`config.mk`:
```
export PLATFORM = sky130hd
export DESIGN_NAME = booth_aq_shift_reg_flat
export DESIGN_NICKNAME = d
export VERILOG_FILES = /design/src/rtl/booth_pkg.sv /design/src/rtl/booth_aq_shift_reg_if.sv /design/src/rtl/booth_step_counter.sv /design/src/rtl/booth_aq_shift_reg.sv /design/src/flat_wrapper.sv
export SDC_FILE = /design/constraint.sdc
export NUM_CORES = 1
export LEC_CHECK = 0
export CORE_UTILIZATION = 43
export CTS_CLUSTER_DIAMETER = 150
export CTS_CLUSTER_SIZE = 10
export DETAILED_ROUTE_END_ITERATION = 16
export GPL_TIMING_DRIVEN = 0
export MAX_ROUTING_LAYER = met4
export PLACE_DENSITY = 0.86
export REMOVE_ABC_BUFFERS = 1
export SLEW_MARGIN = 15
export SYNTH_ARGS = -nofsm -noshare
export SYNTH_HDL_FRONTEND = slang
export SYNTH_SLANG_ARGS = --single-unit
export TNS_END_PERCENT = 10
```
`constraint.sdc`:
```
create_clock -name clk -period 2 [get_ports clk]
set_clock_uncertainty 0.2 [all_clocks]
set_input_delay 0.6 -clock clk [delete_from_list [all_inputs] [get_ports clk]]
set_output_delay 0.6 -clock clk [all_outputs]
set_load 0.005 [all_outputs]
```
`src/rtl/booth_pkg.sv`:
```
// Shared definitions for the radix-2 Booth A/Q/Q-1 register file:
// FSM state type, booth_pair encodings and the arithmetic-shift helper
// used by both the datapath and its reference model.
package booth_pkg;

  typedef enum logic [1:0] {
    IDLE = 2'd0,
    RUN  = 2'd1,
    DONE = 2'd2
  } booth_shreg_state_t;

  // booth_pair = {Q[0], Q-1}
  localparam logic [1:0] BOOTH_NOP0 = 2'b00;
  localparam logic [1:0] BOOTH_ADD  = 2'b01;
  localparam logic [1:0] BOOTH_SUB  = 2'b10;
  localparam logic [1:0] BOOTH_NOP1 = 2'b11;

  // Widest operand the shift helper can carry; {A,Q,Q-1} is zero-extended
  // into a vector of BOOTH_EXT_W bits before shifting.
  localparam int BOOTH_MAX_W = 32;
  localparam int BOOTH_EXT_W = 2 * BOOTH_MAX_W + 1;
  localparam logic [BOOTH_EXT_W-1:0] BOOTH_EXT_ONE = {{(BOOTH_EXT_W-1){1'b0}}, 1'b1};

  // Arithmetic right shift of {A,Q,Q-1}: t holds the triple in bits
  // [msb:0] (msb = 2*WIDTH) with zeros above. Bit msb is the sign of A
  // and is replicated; Q-1 falls off the bottom.
  function automatic logic [BOOTH_EXT_W-1:0] asr_aq(
    input logic [BOOTH_EXT_W-1:0] t,
    input int unsigned            msb
  );
    logic [BOOTH_EXT_W-1:0] sign_mask;
    sign_mask = BOOTH_EXT_ONE << msb;
    return (t >> 1) | (t & sign_mask);
  endfunction

endpackage

```
`src/rtl/booth_aq_shift_reg_if.sv`:
```
// Control and data bundle between the Booth sequencer/adder and the
// A/Q/Q-1 register file. cnt_out exists only when BOOTH_SHREG_CNT_OUT_EN
// is defined.
interface booth_aq_shift_reg_if #(
  parameter int WIDTH = 8
);
  logic               load;
  logic [WIDTH-1:0]   mult_in;
  logic [WIDTH-1:0]   a_in;
  logic               a_wr;
  logic               shift;
  logic [WIDTH-1:0]   a_out;
  logic [WIDTH-1:0]   q_out;
  logic               q_m1_out;
  logic [1:0]         booth_pair;
  logic [2*WIDTH-1:0] product;
  logic               busy;
  logic               done;
`ifdef BOOTH_SHREG_CNT_OUT_EN
  localparam int CNT_W = $clog2(WIDTH + 1);
  logic [CNT_W-1:0]   cnt_out;

  modport master (
    output load, mult_in, a_in, a_wr, shift,
    input  a_out, q_out, q_m1_out, booth_pair, product, busy, done, cnt_out
  );
  modport slave (
    input  load, mult_in, a_in, a_wr, shift,
    output a_out, q_out, q_m1_out, booth_pair, product, busy, done, cnt_out
  );
`else
  modport master (
    output load, mult_in, a_in, a_wr, shift,
    input  a_out, q_out, q_m1_out, booth_pair, product, busy, done
  );
  modport slave (
    input  load, mult_in, a_in, a_wr, shift,
    output a_out, q_out, q_m1_out, booth_pair, product, busy, done
  );
`endif
endinterface

```
`src/rtl/booth_step_counter.sv`:
```
// Remaining-shift counter for the Booth register file: loads WIDTH on
// start, decrements on each accepted shift and never wraps below zero.
module booth_step_counter #(
  parameter int WIDTH = 8,
  localparam int CNT_W = $clog2(WIDTH + 1)
) (
  input  logic             clk,
  input  logic             clear,
  input  logic             load_i,
  input  logic             dec_i,
  output logic [CNT_W-1:0] cnt_o,
  output logic             zero_o,
  output logic             last_o
);

  logic [CNT_W-1:0] cnt_q;
  logic [CNT_W-1:0] cnt_d;

  // Next count: start value on load, otherwise saturating decrement
  always_comb begin
    cnt_d = cnt_q;
    if (load_i) begin
      cnt_d = CNT_W'(WIDTH);
    end else if (dec_i && (cnt_q != '0)) begin
      cnt_d = cnt_q - CNT_W'(1);
    end
  end

  // Count register with synchronous clear
  always_ff @(posedge clk) begin
    if (clear) begin
      cnt_q <= '0;
    end else begin
      cnt_q <= cnt_d;
    end
  end

  assign cnt_o  = cnt_q;
  assign zero_o = (cnt_q == '0);
  assign last_o = (cnt_q == CNT_W'(1));

endmodule

```
`src/rtl/booth_aq_shift_reg.sv`:
```
// A/Q/Q-1 register file for a radix-2 Booth multiplier: captures the
// multiplier, accepts A write-back from the adder/subtractor, performs the
// arithmetic right shift of {A,Q,Q-1} and flags completion after WIDTH
// shifts. Optional macro BOOTH_SHREG_CNT_OUT_EN exposes the remaining
// shift count as bus.cnt_out.
module booth_aq_shift_reg
  import booth_pkg::*;
#(
  parameter int WIDTH = 8
) (
  input  logic                 clk,
  input  logic                 clear,
  booth_aq_shift_reg_if.slave  bus
);

  localparam int CNT_W = $clog2(WIDTH + 1);

  if (WIDTH < 2 || WIDTH > BOOTH_MAX_W) begin : g_bad_width
    $error("booth_aq_shift_reg: WIDTH out of supported range");
  end

  booth_shreg_state_t state_q;
  logic [WIDTH-1:0]   a_q;
  logic [WIDTH-1:0]   q_q;
  logic               q_m1_q;
  logic               busy_q;
  logic               done_q;

  logic [CNT_W-1:0]       cnt;
  logic                   cnt_zero;
  logic                   cnt_last;
  logic                   load_go;
  logic                   shift_go;
  logic [WIDTH-1:0]       a_new_d;
  logic [BOOTH_EXT_W-1:0] t_ext_d;
  logic [BOOTH_EXT_W-1:0] shr_ext_d;
  logic [2*WIDTH:0]       shifted_d;
  logic                   shr_hi_unused;

  // A start is only honoured outside RUN; shifts only count inside RUN
  assign load_go  = bus.load  && (state_q != RUN);
  assign shift_go = bus.shift && (state_q == RUN);

  booth_step_counter #(.WIDTH(WIDTH)) u_step_counter (
    .clk    (clk),
    .clear  (clear),
    .load_i (load_go),
    .dec_i  (shift_go),
    .cnt_o  (cnt),
    .zero_o (cnt_zero),
    .last_o (cnt_last)
  );

  // Shift candidate: the adder result (if written this cycle) joins Q/Q-1
  always_comb begin
    a_new_d   = bus.a_wr ? bus.a_in : a_q;
    t_ext_d   = BOOTH_EXT_W'({a_new_d, q_q, q_m1_q});
    shr_ext_d = asr_aq(t_ext_d, 2 * WIDTH);
    shifted_d = shr_ext_d[2*WIDTH:0];
  end

  // Bits above the triple are always zero; fold them away
  assign shr_hi_unused = ^shr_ext_d;

  // Sequencer and A/Q/Q-1 registers; busy/done are registered with the state
  always_ff @(posedge clk) begin
    if (clear) begin
      state_q <= IDLE;
      a_q     <= '0;
      q_q     <= '0;
      q_m1_q  <= 1'b0;
      busy_q  <= 1'b0;
      done_q  <= 1'b0;
    end else begin
      case (state_q)
        IDLE, DONE: begin
          if (bus.load) begin
            a_q     <= '0;
            q_q     <= bus.mult_in;
            q_m1_q  <= 1'b0;
            state_q <= RUN;
            busy_q  <= 1'b1;
            done_q  <= 1'b0;
          end
        end
        RUN: begin
          if (bus.shift) begin
            {a_q, q_q, q_m1_q} <= shifted_d;
            if (cnt_last) begin
              state_q <= DONE;
              busy_q  <= 1'b0;
              done_q  <= 1'b1;
            end
          end else if (bus.a_wr) begin
            a_q <= bus.a_in;
          end
        end
        default: begin
          state_q <= IDLE;
          busy_q  <= 1'b0;
          done_q  <= 1'b0;
        end
      endcase
    end
  end

  // The counter must never be asked to go below zero while running
  always_ff @(posedge clk) begin
    if (!clear && (state_q == RUN) && bus.shift) begin
      assert (!cnt_zero)
        else $error("booth_aq_shift_reg: shift requested with zero count");
    end
  end

  assign bus.a_out      = a_q;
  assign bus.q_out      = q_q;
  assign bus.q_m1_out   = q_m1_q;
  assign bus.booth_pair = {q_q[0], q_m1_q};
  assign bus.product    = {a_q, q_q};
  assign bus.busy       = busy_q;
  assign bus.done       = done_q;

`ifdef BOOTH_SHREG_CNT_OUT_EN
  assign bus.cnt_out = cnt;
`else
  logic cnt_unused;
  assign cnt_unused = ^cnt;
`endif

endmodule

```
`src/flat_wrapper.sv`:
```
// flat-port wrapper written by rule: the top's interface ports become plain ports
module booth_aq_shift_reg_flat import booth_pkg::*;
#(
  parameter int WIDTH = 8
)
  (clk, clear, bus_load, bus_mult_in, bus_a_in, bus_a_wr, bus_shift, bus_a_out, bus_q_out, bus_q_m1_out, bus_booth_pair, bus_product, bus_busy, bus_done);
  booth_aq_shift_reg_if #(.WIDTH(WIDTH)) bus_i ();
  input  logic clk;
  input  logic clear;
  input wire logic [$bits(bus_i.load)-1:0] bus_load;
  input wire logic [$bits(bus_i.mult_in)-1:0] bus_mult_in;
  input wire logic [$bits(bus_i.a_in)-1:0] bus_a_in;
  input wire logic [$bits(bus_i.a_wr)-1:0] bus_a_wr;
  input wire logic [$bits(bus_i.shift)-1:0] bus_shift;
  output wire logic [$bits(bus_i.a_out)-1:0] bus_a_out;
  output wire logic [$bits(bus_i.q_out)-1:0] bus_q_out;
  output wire logic [$bits(bus_i.q_m1_out)-1:0] bus_q_m1_out;
  output wire logic [$bits(bus_i.booth_pair)-1:0] bus_booth_pair;
  output wire logic [$bits(bus_i.product)-1:0] bus_product;
  output wire logic [$bits(bus_i.busy)-1:0] bus_busy;
  output wire logic [$bits(bus_i.done)-1:0] bus_done;
  assign bus_i.load = bus_load;
  assign bus_i.mult_in = bus_mult_in;
  assign bus_i.a_in = bus_a_in;
  assign bus_i.a_wr = bus_a_wr;
  assign bus_i.shift = bus_shift;
  assign bus_a_out = bus_i.a_out;
  assign bus_q_out = bus_i.q_out;
  assign bus_q_m1_out = bus_i.q_m1_out;
  assign bus_booth_pair = bus_i.booth_pair;
  assign bus_product = bus_i.product;
  assign bus_busy = bus_i.busy;
  assign bus_done = bus_i.done;
  booth_aq_shift_reg #(.WIDTH(WIDTH)) u_core (.clk(clk), .clear(clear), .bus(bus_i));
endmodule
```
==> reports/summary.txt <==
Status = completed
Layout cell share with drive strength beyond 1 = 21.5%
Pin count of the biggest net entering global routing = 24
Routed WL = 3180 um
Vias per cell = 5.24
Flop pwr share = 53.1%
RSZ-0062 raised after global routing = yes
Metal2 WL = 1540 um
WHS Endpoint = u_core.bus.q_out[4]$_SDFFE_PP0P_
# diodes = 0
Reg-to-reg endpoint = u_core.bus.q_out[7]$_SDFFE_PP0P_
Die height = 59.9 um
EDFF count, synth = 0
Drt drc = 0
Most used DFF post-synth = dfxtp_1
Final cycle utilization of the critical path = 96.6%
CP required = 2.02 ns
Crit path arrival time = 1.96 ns
Reg2Reg Depth = 4
Antenna violations before repair = 0
Final cell count without fillers = 249
First-pass GRT wire length = 5090 um
Hold Crit Start = u_core.bus.q_out[5]$_SDFFE_PP0P_
Wirelength per Cell = 12.8 um
Clock power share = 21.3%
Routed length on met1 = 1460 um
Worst-skew pair later-pin latency = 0.33 ns
Library cells used by synthesis = 33
CP startpoint kind = input port
Core Region = 3130 um^2
Cell Int Power = 775 uW
Post-synthesis register bit count = 25
Psw = 320 uW
Min cycle time layout = 1.93 ns
Final Hold Viols = 0
Clock Sinks = 25
Avg Cell Area, Syn = 8.44 um^2
Slew at the pin closest to its max-slew limit = 0.833 ns
Max Buffers Root-to-Sink = 2
Endpoint class of the critical path = register
Worst Hold Class = register to register
DR top layer = met4
Initial core utilization = 46.2%
FMAX = 518 MHz
WS Path Type = input port to register
Met3 wire length = 140 um
Synthesized area = 1440 um^2
Global route overflow = 0
Syn Inst Count = 171
Num ports = 58
Die Area = 3590 um^2
CTS tree = built
Crit-path slowest cell = clkdlybuf4s50_1
Final RePlAce weighted congestion = 0.791
Critical R2R Launch = u_core.state_q[1]$_SDFFE_PP0P_
Drt pass-1 iters = 4
Synthesis warning total = 0
H-Tree Depth = 1
Die X = 59.9 um
Power consumption = 1.09 mW
Worst R2R Setup Slack = 0.13 ns
Post-synthesis sequential area ratio = 34.7%
CP Cell Sequence = clkdlybuf4s50_1 -> nand3b_4 -> nand2_2 -> nor2_1 -> a311oi_1
Inst Count DP = 244
Sw Share = 29.3%
Vias in the first global route = 1,151
Slowest stage delay, CP = 0.61 ns
Nets = 229
Max-Cap Viols = 0
Vias = 1,305
Max VDD drop = 0.463 mV
Port buffer count = 57
Final ANT Viol Nets = 0
Async SR Flop Fraction = 0%
Pleak = 0.907 nW
Root Driver = clkbuf_4
Worst hold stages = 2
Gate power share = 25.6%
Final setup fails = 0
First-iteration detailed-routing DRC count = 41
Total GRT Usage = 19.1%
Final Max Slew Viols = 0
Area growth, synth to finish = 33.9%
Critical-path maximum fanout = 16
Pwr/cell area = 566 nW/um^2
Slew HR = 44.4%
CTS Buf Count = 3
Clock transition at path regs = 0.15 ns
Post-DP HPWL = 2320 um
Rows = 20
-- final cells by class --
type / instances / area [um^2]
Clock buffer: 3 / 22.5
Clock inverter: 1 / 7.51
Fill cell: 280 / 1190
Inverter: 5 / 22.5
Multi-Input combinational cell: 113 / 742
Sequential cell: 25 / 528
Tap cell: 44 / 55.1
Timing Repair Buffer: 58 / 556
-- layout by cell type, fill, tap and decap left out, types with 3 or more instances in the layout --
cell type | netlist | layout
dlygate4sd2_1 | 0 | 32
dfxtp_1 | 25 | 5
nor2_1 | 18 | 16
dfxtp_2 | 0 | 19
clkdlybuf4s50_1 | 0 | 18
clkbuf_4 | 0 | 3
inv_1 | 3 | 3
a22oi_1 | 6 | 6
a311oi_1 | 14 | 14
dlymetal6s2s_1 | 0 | 7
nand3_1 | 4 | 4
xnor2_1 | 3 | 3
mux2_2 | 9 | 9
a21oi_1 | 14 | 14
nand2_1 | 22 | 22
-- power groups by stage --
| stage | clock [mW] | combinational, mW | sequential [mW] |
|---|---|---|---|
| 2_1_floorplan | 0 | 0.120 | 0.589 |
| 3_3_place_gp | 0 | 0.307 | 0.588 |
| 3_5_place_dp | 0 | 0.314 | 0.590 |
| 4_1_cts | 0.237 | 0.281 | 0.583 |
| 5_1_grt | 0.264 | 0.311 | 0.588 |
| 6_report | 0.233 | 0.281 | 0.581 |
-- routing by layer --
layer  vias up  track usage [%]
met5         -                -
met4         0             5.32
met3         4             4.55
met2        32             30.6
met1       608             23.8
li1        661                -
-- worst max path at each step --
stage | startpoint | end | slack, ns | cells after the start
2_1_floorplan | u_core.state_q[0]$_SDFFE_PP0P_ | u_core.bus.q_out[0]$_SDFFE_PP0P_ | 0.24 | 4
3_3_place_gp | bus_a_wr | u_core.bus.q_out[7]$_SDFFE_PP0P_ | -0.53 | 5
3_5_place_dp | bus_a_wr | u_core.bus.q_out[7]$_SDFFE_PP0P_ | -0.54 | 5
4_1_cts | u_core.bus.a_out[6]$_SDFFE_PP0P_ | bus_a_out[6] | -0.03 | 1
5_1_grt | bus_shift | u_core.bus.q_out[5]$_SDFFE_PP0P_ | -0.02 | 5
6_report | bus_shift | u_core.bus.q_out[6]$_SDFFE_PP0P_ | 0.07 | 5
-- synthesized netlist by cell type, types with 2 or more instances --
master | instances | area share, %
nand2b_1 | 2 | 0.87
a211oi_1 | 2 | 1.0
o21ai_0 | 2 | 0.69
nand2_1 | 22 | 5.7
a22oi_1 | 6 | 3.1
nor2b_1 | 2 | 0.87
inv_1 | 3 | 0.78
nor2_1 | 18 | 4.7
ha_1 | 2 | 1.7
mux2_2 | 9 | 7.0
a311oi_1 | 14 | 8.5
buf_2 | 3 | 1.0
nand3_1 | 4 | 1.4
dfxtp_1 | 25 | 35
a21oi_1 | 14 | 4.9
a31oi_1 | 2 | 0.87
buf_4 | 21 | 11
clkbuf_1 | 3 | 0.78
xnor2_1 | 3 | 1.8
-- registers in the layout (all words and copies together), names as in the netlist --
signal	flops
u_core.bus.done	1
u_core.u_step_counter.cnt_o	4
u_core.bus.q_m1_out	1
u_core.state_q	2
u_core.bus.busy	1
u_core.bus.a_out	8
u_core.bus.q_out	8
-- logic make-up (layout without fill, tap and decap cells) --
family / count (synthesis) / count (layout) / synth area share [%]
AOI/OAI and AO/OA: 43 / 43 / 21.1
buffers and inverters: 33 / 67 / 14.8
xor gates and xnor gates: 3 / 3 / 1.82
and+or+nand+nor: 56 / 56 / 18.9
muxes: 9 / 9 / 7.02
DFF: 25 / 25 / 34.7
adders and majority gates: 2 / 2 / 1.73
-- metrics by stage --
step           worst slack [ns]  hold WS, ns  instance area, um^2  util, %  setup TNS, ns
2_1_floorplan             0.236        0.268                 1250        -              0
4_1_cts                 -0.0327        0.285                 1900     60.6        -0.0327
3_3_place_gp             -0.532        0.272                 1870     59.9          -6.24
6_report                 0.0685        0.279                 1930     61.8              0
5_1_grt                 -0.0176        0.293                 1930     61.8        -0.0176
3_5_place_dp             -0.545        0.274                 1870     59.9          -6.77
-- critical path: cells and delay by family --
| family | cells | cell delay, ns |
|---|---|---|
| buf+inv | 1 | 0.61 |
| simple gates | 3 | 0.49 |
| compound gates | 1 | 0.24 |
-- timing repair --
item                                    4_1_cts  5_1_grt
pin swaps                                     0        0
setup buffers                                 0        1
endpoints found under the setup margin       55       12
hold buffers                                  0        0
resized for setup                            55       10
Power figures use the tool's default switching activity.
